--- config.mk ---
export PLATFORM = sky130hd
export DESIGN_NAME = branch_seq
export DESIGN_NICKNAME = d
export VERILOG_FILES = /design/src/rtl/branch_seq_pkg.sv /design/src/rtl/branch_seq_sat_counter.sv /design/src/rtl/branch_seq.sv
export SDC_FILE = /design/constraint.sdc
export NUM_CORES = 1
export LEC_CHECK = 0
export CORE_MARGIN = 10
export CORE_UTILIZATION = 35
export DETAILED_ROUTE_END_ITERATION = 8
export DONT_BUFFER_PORTS = 1
export PLACE_DENSITY_LB_ADDON = 0.25
export SLEW_MARGIN = 40
export SYNTH_ARGS = -nofsm -noshare
export SYNTH_HDL_FRONTEND = slang
export SYNTH_SLANG_ARGS = --single-unit
--- constraint.sdc ---
create_clock -name clk -period 6.5 [get_ports clk]
set_clock_uncertainty 0.1 [all_clocks]
set_input_delay 1.3 -clock clk [delete_from_list [all_inputs] [get_ports clk]]
set_output_delay 1.3 -clock clk [all_outputs]
set_load 0.05 [all_outputs]
--- src/rtl/branch_seq_pkg.sv ---
// Shared definitions for the branch sequencer.
//
// Contents:
//   state_t        - 3-bit FSM state encoding (S_IDLE .. S_COMMIT)
//   BR_OPCODE      - default opcode value that identifies a branch
//   OPC_HI/OPC_LO  - bit bounds of the opcode field inside the instruction
package branch_seq_pkg;

    typedef enum logic [2:0] {
        S_IDLE   = 3'd0,
        S_EVAL   = 3'd1,
        S_PCY    = 3'd2,
        S_ADD    = 3'd3,
        S_COMMIT = 3'd4
    } state_t;

    localparam logic [4:0] BR_OPCODE = 5'b10010;

    localparam int OPC_HI = 31;
    localparam int OPC_LO = 27;

endpackage

--- src/rtl/branch_seq_sat_counter.sv ---
// Saturating up-counter used for the branch statistics.
//
// Ports:
//   clk    in   clock
//   rst    in   synchronous active-high reset
//   inc    in   increment request (ignored once the count is all-ones)
//   clr    in   clear; wins over a simultaneous increment
//   count  out  current count
module sat_counter #(
    parameter int W = 16
) (
    input  logic         clk,
    input  logic         rst,
    input  logic         inc,
    input  logic         clr,
    output logic [W-1:0] count
);

    always_ff @(posedge clk) begin
        if (rst) begin
            count <= '0;
        end else if (clr) begin
            count <= '0;
        end else if (inc && (count != '1)) begin
            count <= count + 1'b1;
        end
    end

endmodule

--- src/rtl/branch_seq.sv ---
// Multi-cycle control sequencer for conditional branch instructions.
//
// Walks EVAL -> PCY -> ADD -> COMMIT, issuing the datapath strobes that load
// the condition flip-flop from register Ra, form PC + C in Z, and write Z
// back into PC only when the condition flip-flop reports the branch taken.
// With FAST_NOT_TAKEN set, a false condition seen in PCY skips the ADD step.
//
// Ports:
//   clk, reset_n       clock; synchronous reset, active-high despite its name
//   start              main controller requests a branch sequence
//   hold               stall: freezes state, strobes and counters
//   ir                 current instruction (opcode in ir[31:27])
//   con_out            condition flip-flop output, valid from PCY onward
//   cnt_clr            clears both statistics counters
//   busy               high in every state except IDLE
//   done               one-cycle completion pulse in COMMIT
//   illegal            one-cycle pulse after a start with a non-branch opcode
//   gra .. pc_in       datapath strobes (Moore outputs of the state)
//   taken_cnt          saturating count of taken branches
//   ntaken_cnt         saturating count of not-taken branches
//
// Handshake: start is sampled only in IDLE while hold is low. done is high
// for exactly one non-held COMMIT cycle; a start presented in that same cycle
// is not seen, because the FSM is not yet back in IDLE.
module branch_seq #(
    parameter int         REG_SIZE       = 32,
    parameter logic [4:0] BR_OPCODE      = branch_seq_pkg::BR_OPCODE,
    parameter bit         FAST_NOT_TAKEN = 1'b0,
    parameter int         CNT_W          = 16
) (
    input  logic                clk,
    input  logic                reset_n,
    input  logic                start,
    input  logic                hold,
    input  logic [REG_SIZE-1:0] ir,
    input  logic                con_out,
    input  logic                cnt_clr,
    output logic                busy,
    output logic                done,
    output logic                illegal,
    output logic                gra,
    output logic                r_out,
    output logic                con_in,
    output logic                pc_out,
    output logic                y_in,
    output logic                c_out,
    output logic                alu_add,
    output logic                z_in,
    output logic                zlo_out,
    output logic                pc_in,
    output logic [CNT_W-1:0]    taken_cnt,
    output logic [CNT_W-1:0]    ntaken_cnt
);

    import branch_seq_pkg::*;

    state_t     state;
    state_t     state_nx;
    logic [4:0] opcode;
    logic       is_br;
    logic       illegal_q;
    logic       commit_live;
    logic       unused_ir;

    assign opcode    = ir[OPC_HI:OPC_LO];
    assign is_br     = (opcode == BR_OPCODE);
    // Only the opcode field steers this block; the rest of ir belongs to the datapath.
    assign unused_ir = ^ir;

    always_ff @(posedge clk) begin
        if (reset_n) begin
            state     <= S_IDLE;
            illegal_q <= 1'b0;
        end else begin
            state     <= state_nx;
            illegal_q <= (state == S_IDLE) && start && !hold && !is_br;
        end
    end

    always_comb begin
        state_nx = state;
        gra      = 1'b0;
        r_out    = 1'b0;
        con_in   = 1'b0;
        pc_out   = 1'b0;
        y_in     = 1'b0;
        c_out    = 1'b0;
        alu_add  = 1'b0;
        z_in     = 1'b0;
        zlo_out  = 1'b0;
        pc_in    = 1'b0;
        done     = 1'b0;
        case (state)
            S_IDLE: begin
                if (start && is_br) state_nx = S_EVAL;
            end
            S_EVAL: begin
                gra      = 1'b1;
                r_out    = 1'b1;
                con_in   = 1'b1;
                state_nx = S_PCY;
            end
            S_PCY: begin
                pc_out   = 1'b1;
                y_in     = 1'b1;
                state_nx = (FAST_NOT_TAKEN && !con_out) ? S_COMMIT : S_ADD;
            end
            S_ADD: begin
                c_out    = 1'b1;
                alu_add  = 1'b1;
                z_in     = 1'b1;
                state_nx = S_COMMIT;
            end
            S_COMMIT: begin
                zlo_out  = con_out;
                pc_in    = con_out;
                // Suppressed while held so the pulse appears once, on release.
                done     = !hold;
                state_nx = S_IDLE;
            end
            default: state_nx = S_IDLE;
        endcase
        if (hold) state_nx = state;
    end

    assign busy        = (state != S_IDLE);
    assign illegal     = illegal_q;
    assign commit_live = (state == S_COMMIT) && !hold;

    // hold freezes the counters, including a pending clear.
    sat_counter #(.W(CNT_W)) u_taken (
        .clk   (clk),
        .rst   (reset_n),
        .inc   (commit_live && con_out),
        .clr   (cnt_clr && !hold),
        .count (taken_cnt)
    );

    sat_counter #(.W(CNT_W)) u_ntaken (
        .clk   (clk),
        .rst   (reset_n),
        .inc   (commit_live && !con_out),
        .clr   (cnt_clr && !hold),
        .count (ntaken_cnt)
    );

endmodule

# --- Word level (Yosys, flattened, before mapping) ---
# Index checks and enable logic that the tools add are counted.
word_totals:
  output_inout_bits: 45
  input_bits: 38
  elab_cells: 39
  regBits: 36
classes:
  n_addsub: 2
  bitwise_logic: 1
  n_reduce_logical: 17
  eq_ne: 8
  n_mux: 7
ops:
  columns: ["op", "n"]
  rows:
  - ["$add 16x1->16 const B", 2]
  - ["$ne 16x16->1 const B", 2]
  - ["$pmux 3 s4", 1]
  - ["$logic_and 1x1->1", 10]
  - ["$eq 3x2->1 const B", 2]
  - ["$eq 5x5->1 const B", 1]
  - ["$mux 1", 5]
  - ["$eq 3x1->1 const B", 1]
  - ["$eq 3x3->1 const B", 1]
  - ["$logic_not 1->1", 3]
  - ["$logic_not 3->1", 1]
  - ["$mux 3", 1]
  - ["$reduce_bool 3->1", 1]
  - ["$ne 2x1->1 const B", 1]
  - ["$reduce_and 2->1", 1]
  - ["$reduce_or 2->1", 1]
  - ["$not 1->1", 1]

# --- Depth between registers and ports, before layout ---
logic_depth:
  ltp_word: 4
  depth_mapped: 7
  depth_no_buf: 5

# --- Cells and area by module ---
# From an unflattened synthesis, not the netlist that was laid out.
unflattened:
  cells_unflattened: 244
  hier_area_um2: 2199.6
modules_own_cells:
  columns: ["module", "seq_area_each_um2", "n_inst", "area_per_inst_um2", "cells_per_inst"]
  rows:
  - ["sat_counter", 320.3, 2, 917.1, 102]
  - ["branch_seq", 80.1, 1, 365.4, 40]

# --- Worst setup path after synthesis ---
# OpenSTA, ideal clock, no wires.
synth_timing:
  path_type: "input to output"
  startpoint: "in con_out"
  endpoint: "out zlo_out"
  path_stages: 3
  path_slack_ps: 2285
  path_buffers: 1
  required_ps: 5100
  t_arrival_ps: 2815
  path_cell_list: "nand2_1 -> nor3_1 -> buf_4"
synth_between:
  elab_chain_cells: 1
synth_rtl:
  columns: ["item", "line", "source"]
  rows:
  - ["start, declared", "branch_seq.sv:36", "input logic con_out,"]
  - ["$mux 1", null, null]
  - ["end, declared", "branch_seq.sv:49", "output logic zlo_out,"]
# Every way passes these cells.

# --- Final worst setup path ---
layout_timing:
  startpoint: "in hold"
  endpoint: "out done"
layout_between:
  elab_chain_cells: 2
layout_rtl:
  columns: ["item", "line", "source"]
  rows:
  - ["start, declared", "branch_seq.sv:34", "input logic hold,"]
  - ["$logic_not 1->1", "branch_seq.sv:118", "done = !hold;"]
  - ["$mux 1", "branch_seq.sv:93", "case (state)"]
  - ["end, declared", "branch_seq.sv:39", "output logic done,"]
# Every way passes these cells.

==> key figures <==
Cells and area
  • NumNets Final: 288
  • Layout area overhead: 11.4%
  • Share of cells above drive strength 1: 11.2%
  • Diode count: 0
  • Fill cells: ~590
  • Finished Cell Area: between 2000 and 2500 sq um

Critical path
  • R2R Path End: u_taken.count[3]
  • Reg-to-reg critical path startpoint: state[1]
  • Crit path DAT: around 2.5 ns
  • R2r worst-path depth: 5
  • WP buf/inv: 1
  • Cell family with most CP delay: simple AND/OR/NAND/NOR gates
  • Worst path cell trace: or4b_1 -> inv_1
  • Reg2reg setup slack: ~3.6 ns
  • Worst EP required: just over 5 ns
  • CP Launch Type: primary input
  • Crit-path max cell delay: 0.62 ns
  • Slowest cell on the critical path: or4b_1
  • Worst-path fanout max: 7
  • CP Capture Type: output pin
  • CP Class: in -> out

Drt
  • Max layer used: met4
  • WL final: about 5.5 mm
  • Met3 wire length: around 460 microns
  • Via density: between 5 and 6
  • Vias: 1,910
  • Met1 WL: approximately 2.4 mm
  • 1st-iter DRT viols: 70
  • Drt wl/cell: 17.1 microns
  • Drt pass-1 iters: 4
  • DRC: 0
  • Antenna Nets Post-Route: 0
  • Met2 WL post-DR: 2.52 mm

Die
  • Die Y: approximately 96 microns
  • Core area: between 5000 and 6000 sq um
  • Die width: approximately 96 microns
  • Initial Util: between 30% and 40%
  • I/O pin count: 83
  • Area of the die: between 9000 and 10,000 sq um
  • Num rows: 27

CTS
  • Worst-path clk slew: 0.07 ns
  • Worst-Skew Late Latency: roughly 0.3 ns
  • TritonCTS Buffers: 5
  • Clock tree sinks: 36
  • Max Root-Sink Buffers: 2
  • CTS H-tree lvls: 2
  • Root buffer selected by CTS: clkbuf_8
  • Post-CTS Setup Bufs: 0
  • CTS resizes: 0
  • # hold bufs at CTS: 0
  • CTS tree: done

Synthesis
  • Average footprint of a synthesized cell: between 8 and 9 sq um
  • Top post-synthesis cells by area: dfxtp_1 (36%), a21oi_1 (5.7%), nand2_1 (5.6%)
  • Yosys warning count: 0
  • Synth Flop Type: dfxtp_1
  • Cell with the most instances after synthesis: dfxtp_1
  • Flops & latches, synth: 36
  • Yosys cell types: 44
  • Share of the synthesized area in the top cell type: between 30% and 40%
  • Post-synth EDFFs: 0
  • Cell Area, Synth: 2030 sq um
  • Synth cell count leaders: dfxtp_1 (36), nand2_1 (30), a21oi_1 (23), nor4_1 (14), or4_1 (13)
  • Synth async-reset ratio: 0%
  • Cell count after synthesis: 250
  • Post-synthesis sequential area ratio: between 30% and 40%
  • Synth area leader: dfxtp_1
  • Net Count, Synth: 290

Timing
  • Final Hold Viols: 0
  • Unrepaired setup endpoints after global routing: no
  • Worst slew pin tran: roughly 0.76 ns
  • Max transition margin: about half
  • Endpoints failing setup: 0
  • Crit share post-route: 59.3%
  • TNS Setup: 0 ns
  • Achievable Freq: ~260 MHz
  • Count of pins over their slew limit: 0
  • Period minus WS final: between 3 and 4 ns

Min path
  • Hold Crit Depth: 2
  • Hold Path Sink: state[0]
  • Hold crit path type: reg -> reg
  • Worst hold start: state[0]

Power and ir drop
  • Gate power share: 2.8%
  • Pwr Density: 202 nW/um^2
  • Switching share of power: about a fifth
  • Sequential power share: roughly 49%
  • Int Pwr: 0.360 mW
  • Clock share of power: between 40% and 50%
  • Worst VDD drop: 0.0985 mV
  • Power consumption: 0.455 mW
  • Leakage power: 0.655 nW
  • Switch Pwr: approximately 0.095 mW

Placed design
  • Port Buffer Count: 0
  • Gpl congestion: 0.864
  • Post-DP HPWL: 3.99 mm
  • Dpl cell area: 2100 sq um

Global routing
  • Total GRT Usage: 12.4%
  • Largest net degree at the start of global routing: 23
  • Vias in the first global route: ~1,800
  • Initial antenna violation count: 0
  • First-pass GRT wire length: between 9 and 10 mm
  • Total grt overflow: 0

Status
  • Status: finished clean

Job
  • # Max-Cap Violations: 0
## kinds of logic after synthesis
logic type,Yosys count,share of synthesized area [%]
simple gates,125,35.8
compound gates,55,17.2
flops,36,35.6
buf+inv,22,5.31
mux,10,4.94
fa+ha+maj,2,1.24
## per-layer routing
metal | GRT usage [%] | vias up
li1 | - | 959
met1 | 14.8 | 897
met2 | 19.5 | 46
met3 | 4.90 | 8
met4 | 4.67 | 0
met5 | 0 | -
## power by group through the flow
stage          clock, mW  combinational (mW)  sequential (mW)
3_3_place_gp           0              0.0113            0.227
2_1_floorplan          0             0.00931            0.227
4_1_cts            0.227              0.0117            0.222
6_report           0.221              0.0127            0.222
3_5_place_dp           0              0.0117            0.227
5_1_grt            0.236              0.0145            0.222
## cell type report
type / count / area [sq um] / share of cell area, %
timing repair buffer: 6 / 60.1 / 2.66
inverter: 7 / 26.3 / 1.16
multi-input combinational: 192 / 1230 / 54.7
clock inverter: 1 / 30.0 / 1.33
tap: 72 / 90.1 / 3.99
clock buffer: 7 / 96.3 / 4.27
sequential: 36 / 721 / 31.9
## state kept, by name (all words and copies together) (netlist names)
name and cells:
state 3, illegal 1, u_ntaken.count 16, u_taken.count 16
## worst max-delay path by stage
stage,from,depth (start not counted),end
6_report,hold,2,done
5_1_grt,hold,2,done
4_1_cts,hold,2,done
3_5_place_dp,hold,2,done
3_3_place_gp,hold,2,done
2_1_floorplan,con_out,3,zlo_out
## stage by stage
step / hold slack (ns) / utilization, % / setup slack (ns) / cells
2_1_floorplan: 0.383 / - / 2.28 / 250
3_3_place_gp: 0.432 / 37.5 / 2.65 / 312
3_5_place_dp: 0.465 / 37.6 / 2.65 / 312
4_1_cts: 0.468 / 39.9 / 2.65 / 320
5_1_grt: 0.529 / 40.5 / 2.58 / 321
6_report: 0.465 / 40.5 / 2.65 / 321
## placed cells by master (no fill, tap or decap), types with 2 or more instances in the layout
cell type  Yosys  routed
or3_2          2       2
buf_4          6       3
nand4_1       12      12
nand2_1       30      30
nor2b_1        2       2
or4b_2         2       2
o21ai_0        7       7
nor3_1         6       5
or3_1          5       5
dfxtp_1       36      36
mux2i_1       10      10
a21oi_1       23      23
nor4b_1        2       2
o31ai_1       10      10
nand2b_1      10      10
a211oi_1       3       3
nor4_1        14      11
and4_1         2       2
or4_1         13      13
nor4_2         0       3
clkbuf_8       0       7
nand3_1       10      10
ha_1           2       2
a31oi_1        3       3
nor2_1         6       6
buf_6          0       2
inv_1          7       7
No activity file was read; power rests on OpenSTA's default activity.
==> patch 1, RTL diff (same settings) <==
The parameter `FAST_NOT_TAKEN` goes from 1'b0 to 1'b1.
--- a/src/rtl/branch_seq.sv
+++ b/src/rtl/branch_seq.sv
@@ -27,3 +27,3 @@
     parameter logic [4:0] BR_OPCODE      = branch_seq_pkg::BR_OPCODE,
-    parameter bit         FAST_NOT_TAKEN = 1'b0,
+    parameter bit         FAST_NOT_TAKEN = 1'b1,
     parameter int         CNT_W          = 16
Check against the original RTL: not equivalent (Yosys sat finds a counterexample within 4 cycles, from zero or initial values and one cycle with reset_n high).
==> patch 1 against the unedited design <==
- worst hold slack gained 0.051 ns
- sequential cell count is the same
- critical path depth is the same
- area after synthesis shrank 0.31%
- via count shrank 1.3%
- routed wire length shrank 2.9%
- setup slack gained 0.26 ns
- cell area shrank 0.50%
- total power shrank 8.8%
==> patch 1: results (changes against the unedited design) <==
route:
  drt_iter0_drc: 67  # was 70
  routed_wl_um: 5320  # was 5480 µm
cells_and_area:
  design_area_um2: 2250  # was 2260 µm²
  fin_nets: 284  # was 288
  layout-drive-gt1-share_pct: 11.1  # was 11.2%
worst_setup_path:
  crit_arrival_ns: 2.19  # was 2.45 ns
  rr_startpoint: "u_ntaken.count[2]$_SDFFE_PP0P_"  # was state[1]$_SDFFE_PP0P_
  rrSetupSlack_ns: 3.76  # was 3.59 ns
  rr_worst_depth: 4  # was 5
  cp_max_fo: 8  # was 7
  critical-path-slowest-cell: "or4b_4"  # was or4b_1
  crit_path_max_incr_delay_ns: 0.51  # was 0.62 ns
place:
  dp_hpwl_um: 3890  # was 3990 µm
  dpl_cell_area_um2: 2140  # was 2100 µm²
  globalplace.congestion: 0.790  # was 0.864
  post-place-ws_ns: 2.91  # was 2.65 ns
synthesis:
  synth_area_leaders: "dfxtp_1, a21oi_1, or4_1"  # was dfxtp_1, a21oi_1, nand2_1
  syn_nets: 285  # was 290
  synth_adder_area_share_pct: 1.24  # about the same
global_route:
  grtUsageTotal_pct: 11.9  # was 12.4%
  grt_pass1_wl_um: 8910  # was 9160 µm
  grt_max_degree: 26  # was 23
hold_path:
  hold_path_startpoint: "state[2]$_SDFFE_PP0P_"  # was state[0]$_SDFFE_PP0P_
  worstHoldEndpoint: "state[2]$_SDFFE_PP0P_"  # was state[0]$_SDFFE_PP0P_
pwr:
  p_leak_nw: 0.646  # was 0.655 nW
  ir_drop_mv: 0.0782  # was 0.0985 mV
status:
  status: "complete, no violations"  # unchanged
[patch 1: changes by cell type after synthesis, sizes merged, moves of 3 or more]
cell and change:
a21oi +6, and3 +4, mux2i -3, nand2 -9, nand2b -3, nor4 -9
[patch 1: how the worst max path moves through the flow]
stage / startpoint / to / slack [ns] / cells past startpoint
after floorplan: con_out / zlo_out / 2.03 / 4
after global placement: con_out / zlo_out / 2.76 / 3
after detailed placement: hold / done / 2.91 / 2
after CTS: hold / done / 2.91 / 2
after global routing: hold / done / 2.86 / 2
final: hold / done / 2.91 / 2
[patch 1: cell type report]
| cell class | count | area share [%] |
|---|---|---|
| clock buffers | 7 | 4.29 |
| inverters | 6 | 1.00 |
| multi-input cells | 188 | 55.6 |
| flip-flops and latches | 36 | 32.1 |
| well taps | 72 | 4.01 |
| repair buffers | 7 | 3.01 |
[patch 1: tightest hold or removal path: stages (launching register included)]
cell and delay (ns):
dfxtp_1 0.42, nand2_1 0.10, a21oi_1 0.06
[patch 1: per-layer routing]
metal | GRT usage [%] | part of all wire (%) | routed length, µm
met4 | 3.69 | 1.1 | 61
met5 | 0 | 0 | 0
met1 | 13.8 | 41 | 2180
met2 | 19.8 | 49 | 2630
met3 | 4.82 | 8.5 | 451
[patch 1: power by group]
part / leakage, nW / internal (W) / switching, W
Clock: 0.0503 / 0.0000944 / 0.0000789
Sequential: 0.290 / 0.000221 / 0.00000222
Combinational: 0.306 / 0.00000546 / 0.0000129
[patch 1: cell families after synthesis]
group                      count (synthesis)
and+or+nand+nor                          112
buffers and inverters                     21
AOI/OAI and AO/OA                         67
adders and majority gates                  2
muxes                                      7
DFF                                       36
[patch 1: stage by stage]
stage                     std cells  power [W]
after detailed placement        309   0.000247
final                           316   0.000415
after global routing            316   0.000431
after global placement          309   0.000246
after floorplan                 245   0.000244
after CTS                       316   0.000422
==> patch 2, RTL diff (same settings) <==
Without the edit above. The output `illegal` loses its register stage (`illegal_q` becomes a continuous assignment).
--- a/src/rtl/branch_seq.sv
+++ b/src/rtl/branch_seq.sv
@@ -72,8 +72,8 @@
             state     <= S_IDLE;
-            illegal_q <= 1'b0;
         end else begin
             state     <= state_nx;
-            illegal_q <= (state == S_IDLE) && start && !hold && !is_br;
         end
     end
+
+    assign illegal_q = (state == S_IDLE) && start && !hold && !is_br;
 
Function: changed (Yosys sat finds a counterexample within 4 cycles, from zero or initial values and one cycle with reset_n high).
==> patch 2 against the unedited design <==
- via count decreased by 6.0%
- total power fell by 17%
- sequential cell count fell by 1
- area after synthesis shrank 2.7%
- setup slack better by 0.32 ns
- routed wire length decreased by 7.1%
- cell area is 4.9% lower
- largest cell class unchanged
- combinational power shrank 9%
- register-to-register slack gained 0.33 ns
- worst hold slack better by 0.012 ns
- count of clock-buffer cells in the layout unchanged
==> patch 2: results (changes against the unedited design) <==
pwr:
  power_w: 0.000378  # was 0.000455 W
  switching_power_w: 0.0000857  # was 0.0000948 W
  pwr-share-seq_pct: 56.7  # was 48.7%
  p_leak_nw: 0.598  # was 0.655 nW
  pwr-share-clk_pct: 40.2  # was 48.5%
  ir_drop_mv: 0.0853  # was 0.0985 mV
global_route:
  grt_max_degree: 25  # was 23
  grt_use_met3_pct: 4.95  # was 4.90%
  grt_pass1_vias: 1569  # was 1,820
  use_met2_pct: 16.0  # was 19.5%
  use_met1_pct: 14.8  # about the same
  grt_pass1_wl_um: 8160  # was 9160 µm
  antenna_found_initial: 0  # unchanged
  grtUsageTotal_pct: 11.2  # was 12.4%
status:
  status: "complete, no violations"  # unchanged
synthesis:
  synthMuxAreaShare_pct: 3.55  # was 4.94%
  syn_nets: 278  # was 290
  synth_area_leaders: "dfxtp_1, a21oi_1, o31ai_1"  # was dfxtp_1, a21oi_1, nand2_1
  synthTopCellsByCount: "dfxtp_1, a21oi_1, nand2_1"  # was dfxtp_1, nand2_1, a21oi_1
  synth_adder_area_share_pct: 1.27  # was 1.24%
  synth_compound_area_share_pct: 19.2  # was 17.2%
  syn_inst: 238  # was 250
  synth_cell_types: 39  # was 44
  synth_seq_area_share_pct: 35.5  # was 35.6%
cells_and_area:
  fillers: 598  # was 587
  buffer_area_share_pct: 2.10  # was 2.66%
  layout-drive-gt1-share_pct: 10.0  # was 11.2%
  num-multi-input-gates: 182  # was 192
  seq_cell_count: 35  # was 36
  clk_share_pct: 3.79  # was 5.60%
  num-nonclk-inverters: 8  # was 7
  seqCellArea_um2: 701  # was 721 µm²
  instances_no_fill: 311  # was 321
  multi_input_area_share_pct: 55.9  # was 54.7%
  syn2layout_area_growth_pct: 8.88  # was 11.4%
route:
  wl_met1_um: 2340  # was 2430 µm
  routed_wl_um: 5090  # was 5480 µm
  drt_iter0_drc: 61  # was 70
  vias: 1795  # was 1,910
  wl_met2_um: 2270  # was 2520 µm
  met3WireLength_um: 455  # was 462 µm
worst_setup_path:
  crit_path_max_incr_delay_ns: 0.57  # was 0.62 ns
  crit_arrival_ns: 2.13  # was 2.45 ns
  critical-path-slowest-cell: "nor4b_1"  # was or4b_1
  cp_max_fo: 2  # was 7
clock_tree:
  cts_buffers: 5  # unchanged
  insertion_delay_ns: 0.28  # was 0.30 ns
hold_path:
  hold_class: "register to register"  # unchanged
sta:
  slew_headroom_pct: 51.9  # was 49.2%
place:
  dpl_cell_area_um2: 2070  # was 2100 µm²
  place_inst: 303  # was 312
  post-place-ws_ns: 2.96  # was 2.65 ns
  globalplace.congestion: 0.763  # was 0.864
  dp_hpwl_um: 3800  # was 3990 µm
[patch 2: changes by cell type in the layout (fill, tap and decap cells not counted), sizes merged, moves of 3 or more]
cell and delta:
or4b -3, and2 +4, nor4 -8, nand2 -9, mux2i -3, and4 +3
o21a +4, o31ai +3
[patch 2: worst paths after layout]
path / start / end / slack [ns] / cells after the start
worst min-delay path: state[0]$_SDFFE_PP0P_ / state[0]$_SDFFE_PP0P_ / 0.48 / 2
worst max register to register: u_ntaken.count[0]$_SDFFE_PP0P_ / u_ntaken.count[10]$_SDFFE_PP0P_ / 3.92 / 5
worst min register to register: state[0]$_SDFFE_PP0P_ / state[0]$_SDFFE_PP0P_ / 0.48 / 2
worst max-delay path: ir[27] / illegal / 2.97 / 2
[patch 2: tightest hold or removal path, stage by stage (launching register included)]
cell and delay [ns]:
dfxtp_1 0.39, nand2_1 0.09, a21oi_1 0.06
